$ cat config.mk
export PLATFORM = sky130hd
export DESIGN_NAME = alu_result_stage
export DESIGN_NICKNAME = d
export VERILOG_FILES = /design/src/rtl/alu_pkg.sv /design/src/rtl/alu_result_mux.sv /design/src/rtl/alu_result_stage.sv
export SDC_FILE = /design/constraint.sdc
export NUM_CORES = 1
export LEC_CHECK = 0
export CORE_ASPECT_RATIO = 1.4
export CORE_MARGIN = 2
export CORE_UTILIZATION = 40
export CTS_CLUSTER_DIAMETER = 200
export DETAILED_ROUTE_END_ITERATION = 6
export PLACE_DENSITY = 0.92
export SYNTH_ARGS = -nofsm -noshare
export SYNTH_HDL_FRONTEND = slang
export SYNTH_SLANG_ARGS = --single-unit
export TNS_END_PERCENT = 100
$ cat constraint.sdc
create_clock -name clock -period 3.65 [get_ports clock]
set_clock_uncertainty 0.15 [all_clocks]
set_input_delay 0.73 -clock clock [delete_from_list [all_inputs] [get_ports clock]]
set_output_delay 0.73 -clock clock [all_outputs]
set_load 0.02 [all_outputs]
$ cat src/rtl/alu_pkg.sv
// Opcode and skid-buffer state encodings shared by the ALU result stage.
package alu_pkg;

    localparam int unsigned OP_ADD = 0;
    localparam int unsigned OP_SUB = 1;
    localparam int unsigned OP_AND = 2;
    localparam int unsigned OP_OR  = 3;
    localparam int unsigned OP_SLL = 4;
    localparam int unsigned OP_SRA = 5;

    typedef enum logic [1:0] {
        ST_EMPTY = 2'd0,
        ST_HALF  = 2'd1,
        ST_FULL  = 2'd2
    } state_t;

endpackage

$ cat src/rtl/alu_result_mux.sv
// Combinational opcode select of precomputed ALU results plus overflow/ne/lt/illegal flags.
// No latency, no flow control; ne/lt are derived from the subtractor for every opcode.
module alu_result_mux
    import alu_pkg::*;
#(
    parameter int DATA_WIDTH   = 32,
    parameter int OPCODE_WIDTH = 5
) (
    input  logic [OPCODE_WIDTH-1:0] opcode,
    input  logic [DATA_WIDTH-1:0]   res_add,
    input  logic [DATA_WIDTH-1:0]   res_sub,
    input  logic                    ovf_add,
    input  logic                    ovf_sub,
    input  logic [DATA_WIDTH-1:0]   res_and,
    input  logic [DATA_WIDTH-1:0]   res_or,
    input  logic [DATA_WIDTH-1:0]   res_sll,
    input  logic [DATA_WIDTH-1:0]   res_sra,
    output logic [DATA_WIDTH-1:0]   result,
    output logic                    overflow,
    output logic                    ne,
    output logic                    lt,
    output logic                    illegal
);

    always_comb begin
        result   = '0;
        overflow = 1'b0;
        illegal  = 1'b0;
        case (opcode)
            OPCODE_WIDTH'(OP_ADD): begin result = res_add; overflow = ovf_add; end
            OPCODE_WIDTH'(OP_SUB): begin result = res_sub; overflow = ovf_sub; end
            OPCODE_WIDTH'(OP_AND): result = res_and;
            OPCODE_WIDTH'(OP_OR):  result = res_or;
            OPCODE_WIDTH'(OP_SLL): result = res_sll;
            OPCODE_WIDTH'(OP_SRA): result = res_sra;
            default:               illegal = 1'b1;
        endcase
    end

    // Signed less-than: sign of A-B corrected by signed overflow.
    assign ne = |res_sub;
    assign lt = res_sub[DATA_WIDTH-1] ^ ovf_sub;

endmodule

$ cat src/rtl/alu_result_stage.sv
// Registered ALU result stage: selects result/flags by opcode, presents them through a 2-entry skid buffer.
// Latency 1 cycle when empty, 1 op/cycle throughput; in_ready is a flop, low only when both entries are full.
// Optional ALU_RES_ZERO_FLAG_EN adds out_zero (result == 0) stored with each entry.
module alu_result_stage
    import alu_pkg::*;
#(
    parameter int DATA_WIDTH   = 32,
    parameter int OPCODE_WIDTH = 5
) (
    input  logic                    clock,
    input  logic                    reset,
    input  logic                    in_valid,
    output logic                    in_ready,
    input  logic [OPCODE_WIDTH-1:0] in_opcode,
    input  logic [DATA_WIDTH-1:0]   in_res_add,
    input  logic [DATA_WIDTH-1:0]   in_res_sub,
    input  logic                    in_ovf_add,
    input  logic                    in_ovf_sub,
    input  logic [DATA_WIDTH-1:0]   in_res_and,
    input  logic [DATA_WIDTH-1:0]   in_res_or,
    input  logic [DATA_WIDTH-1:0]   in_res_sll,
    input  logic [DATA_WIDTH-1:0]   in_res_sra,
    output logic                    out_valid,
    input  logic                    out_ready,
    output logic [DATA_WIDTH-1:0]   out_result,
    output logic                    out_overflow,
    output logic                    out_ne,
    output logic                    out_lt,
`ifdef ALU_RES_ZERO_FLAG_EN
    output logic                    out_zero,
`endif
    output logic                    out_illegal
);

    typedef struct packed {
        logic [DATA_WIDTH-1:0] result;
        logic                  overflow;
        logic                  ne;
        logic                  lt;
        logic                  illegal;
`ifdef ALU_RES_ZERO_FLAG_EN
        logic                  zero;
`endif
    } entry_t;

    entry_t new_entry, main_q, skid_q;
    state_t state, state_next;
    logic   take_in, load_main, load_skid, move_skid;

    alu_result_mux #(
        .DATA_WIDTH   (DATA_WIDTH),
        .OPCODE_WIDTH (OPCODE_WIDTH)
    ) u_mux (
        .opcode   (in_opcode),
        .res_add  (in_res_add),
        .res_sub  (in_res_sub),
        .ovf_add  (in_ovf_add),
        .ovf_sub  (in_ovf_sub),
        .res_and  (in_res_and),
        .res_or   (in_res_or),
        .res_sll  (in_res_sll),
        .res_sra  (in_res_sra),
        .result   (new_entry.result),
        .overflow (new_entry.overflow),
        .ne       (new_entry.ne),
        .lt       (new_entry.lt),
        .illegal  (new_entry.illegal)
    );

`ifdef ALU_RES_ZERO_FLAG_EN
    assign new_entry.zero = (new_entry.result == '0);
`endif

    assign take_in = in_valid & in_ready;

    always_ff @(posedge clock or posedge reset) begin
        if (reset) begin
            state    <= ST_EMPTY;
            in_ready <= 1'b1;
        end else begin
            state    <= state_next;
            in_ready <= (state_next != ST_FULL);
        end
    end

    always_comb begin
        state_next = state;
        case (state)
            ST_EMPTY: if (take_in) state_next = ST_HALF;
            ST_HALF: begin
                if (take_in && !out_ready)      state_next = ST_FULL;
                else if (!take_in && out_ready) state_next = ST_EMPTY;
            end
            ST_FULL:  if (out_ready) state_next = ST_HALF;
            default:  state_next = ST_EMPTY;
        endcase
    end

    always_comb begin
        load_main = 1'b0;
        load_skid = 1'b0;
        move_skid = 1'b0;
        case (state)
            ST_EMPTY: load_main = take_in;
            ST_HALF: begin
                load_main = take_in & out_ready;
                load_skid = take_in & ~out_ready;
            end
            ST_FULL:  move_skid = out_ready;
            default:  ;
        endcase
    end

    always_ff @(posedge clock or posedge reset) begin
        if (reset) begin
            main_q <= '0;
            skid_q <= '0;
        end else begin
            if (load_main)      main_q <= new_entry;
            else if (move_skid) main_q <= skid_q;
            if (load_skid)      skid_q <= new_entry;
        end
    end

    assign out_valid    = (state != ST_EMPTY);
    assign out_result   = main_q.result;
    assign out_overflow = main_q.overflow;
    assign out_ne       = main_q.ne;
    assign out_lt       = main_q.lt;
    assign out_illegal  = main_q.illegal;
`ifdef ALU_RES_ZERO_FLAG_EN
    assign out_zero     = main_q.zero;
`endif

endmodule

==> flow_summary.yaml <==
timing:
  grt_setup_unrepaired: "no"
  min_period_ns: 2.78
  finalHoldViolCount: 0
  setup_viol_count_final: 0
  fin_setup_tns_ns: 0
  post-route-period-util_pct: 76.2
  fin_ws_ns: 0.870
  worstMarginPinSlew_ns: 1.32
  slew_headroom_pct: 11.8
  max_freq_mhz: 360
  drv_slew: 0
critical_path:
  start_kind: "input port"
  crit_arrival_ns: 2.77
  worstSetupPathType: "in2reg"
  required_ns: 3.64
  r2r_setup_slack_ns: 1.40
  critical_path.endpoint_type: "register"
  crit_path_max_fanout: 36
synthesis:
  yosysSeqAreaShare_pct: 40.5
  yosysTopAreaCell: "dfrtp_1"
  synth_fp_nets: 660
  ys_seq_elements: 75
  synth_top_area_share_pct: 40.0
  synth.distinct_cells: 32
  synth_warnings: 0
  synth.avg_cell_area_um2: 10.1
  syn-cell-area_um2: 4630
  syn-instance-count: 457
  ys_top_cells_by_area: "dfrtp_1, mux2i_1, mux2_2"
layout:
  regArea_um2: 1880
  antenna_cells: 0
  area_delta_synth_final_pct: 61.0
  nets: 882
  multi_input_area_um2: 2550
  layout_common_cells: "clkdlybuf4s50_1, mux2i_1, dfrtp_1, o22ai_1, nand2_1"
  drive_gt1_share_pct: 10.7
  fill_cells: 884
  final_common_cell: "clkdlybuf4s50_1"
clock_network:
  cts_tree: "built"
  cts.sinks: 75
  cts_setup_buffers: 0
  cts_resized: 0
  path_clk_slew_ns: 0.05
  cts.hold.buffers_added: 0
  cts_buffer_depth: 2
  cts_buffers: 9
  cts_max_level: 3
  root_buffer: "clkbuf_16"
  insertion_delay_ns: 0.33
detailed_routing:
  post_drt_wl_per_cell_um: 20.3
  wirelength_um: 16800
  first_iter_violations: 289
  via_count: 4612
  dr.pass1.iters: 4
  ant_nets: 0
  drc_errors: 0
  vias_per_cell: 5.57
power_and_ir_drop:
  ir_drop_uv: 201
  p_leak_nw: 3.26
  cellPowerDensity_nw_per_um2: 381
  total_power_mw: 2.84
floorplan:
  initial_utilization_pct: 40.9
  die_h_um: 131
  io_pins: 241
  die_w_um: 95.0
  rows: 46
  fp.dieArea_um2: 12500
  core_um2: 11300
place:
  port_buffers: 240
  dpl_worst_slack_ns: 0.608
  gp_congestion: 0.871
  place_hpwl_um: 12700
global_routing:
  first_global_vias: 4822
  grt.total_usage_pct: 27.1
  grt_max_degree: 98
  grt_pass1_wl_um: 25700
  grt.overflow.total: 0
  antenna_found_initial: 0
hold_path:
  hp-class: "reg2reg"
outcome:
  status: "completed"
job:
  max_cap_violations: 0
stage by stage:
step / instances / hold WS, ns / instance area (µm²) / util (%)
after CTS: 828 / 0.337 / 7460 / 65.8
after floorplan: 457 / 0.295 / 4630 / -
after global routing: 828 / 0.358 / 7460 / 65.8
final: 828 / 0.335 / 7460 / 65.8
after detailed placement: 812 / 0.325 / 7120 / 62.8
after global placement: 812 / 0.306 / 7120 / 62.8
path summary, 6_finish.rpt:
| path | from | to | depth (start not counted) |
|---|---|---|---|
| worst max-delay path | out_ready | skid_q[1] | 4 |
| worst min-delay path | skid_q[22] | skid_q[22] | 2 |
| worst max register to register | in_ready | skid_q[1] | 4 |
| worst min register to register | skid_q[22] | skid_q[22] | 2 |
| max in group asynchronous | reset | skid_q[6] | 3 |
| min in group asynchronous | reset | out_result[19] | 2 |
power by group:
part	internal [mW]	switching, mW	leakage [nW]
Sequential	0.921	0.0558	1.02
Clock	0.687	0.328	0.163
Combinational	0.453	0.397	2.08
per-layer routing:
layer / up-vias / track usage (%) / share of wire, %
met3: 27 / 6.08 / 7.2
met1: 2215 / 31.3 / 37
met4: 0 / 8.05 / 2.5
met5: - / 0 / 0
li1: 2160 / - / -
met2: 210 / 48.7 / 54
synthesized netlist by cell type:
library cell and instances:
clkbuf_1 11, or2_2 1, buf_2 20, nand2b_1 2, o21ai_1 29, a211oi_1 1, clkbuf_2 1, nand3b_1 1
o22ai_1 55, nand4_1 2, mux2_2 33, xnor2_1 2, nor2_1 3, nor4_1 8, o21a_1 2, nor3_1 1
o21bai_1 1, dfrtp_1 74, o22ai_2 9, nor4b_1 1, or4_1 1, nand2_1 43, buf_6 4, or3_1 1
a21oi_1 32, nor3b_2 1, dfstp_2 1, o21ai_0 9, buf_1 4, or4b_1 1, inv_1 3, mux2i_1 100
kinds of logic (layout without fill, tap and decap cells):
logic type | count (synthesis) | in the layout | share of synthesized area (%)
AND/OR/NAND/NOR | 66 | 66 | 6.72
buffers and inverters | 43 | 270 | 4.70
flip-flops | 75 | 75 | 40.5
AO/OA/AOI/OAI | 138 | 138 | 18.1
XOR/XNOR | 2 | 2 | 0.378
multiplexers | 133 | 133 | 29.6
state kept, by name, summed over array words and instances, names as in the netlist:
signal,cells
out_illegal,1
state,2
out_overflow,1
in_ready,1
skid_q,36
out_result,32
out_ne,1
out_lt,1
layout make-up:
type	instances	area share [%]
clock inverter	4	1.31
multi-input combinational	339	34.2
inverter	3	0.168
sequential	75	25.2
clock buffer	12	3.30
tap	144	2.41
timing repair buffer	251	33.4
critical path: stages:
cell             delay (ns)
clkdlybuf4s50_1        0.49
nand2b_1               0.20
or3_1                  1.02
o21ai_0                0.30
(Power assumes the default switching activity.)
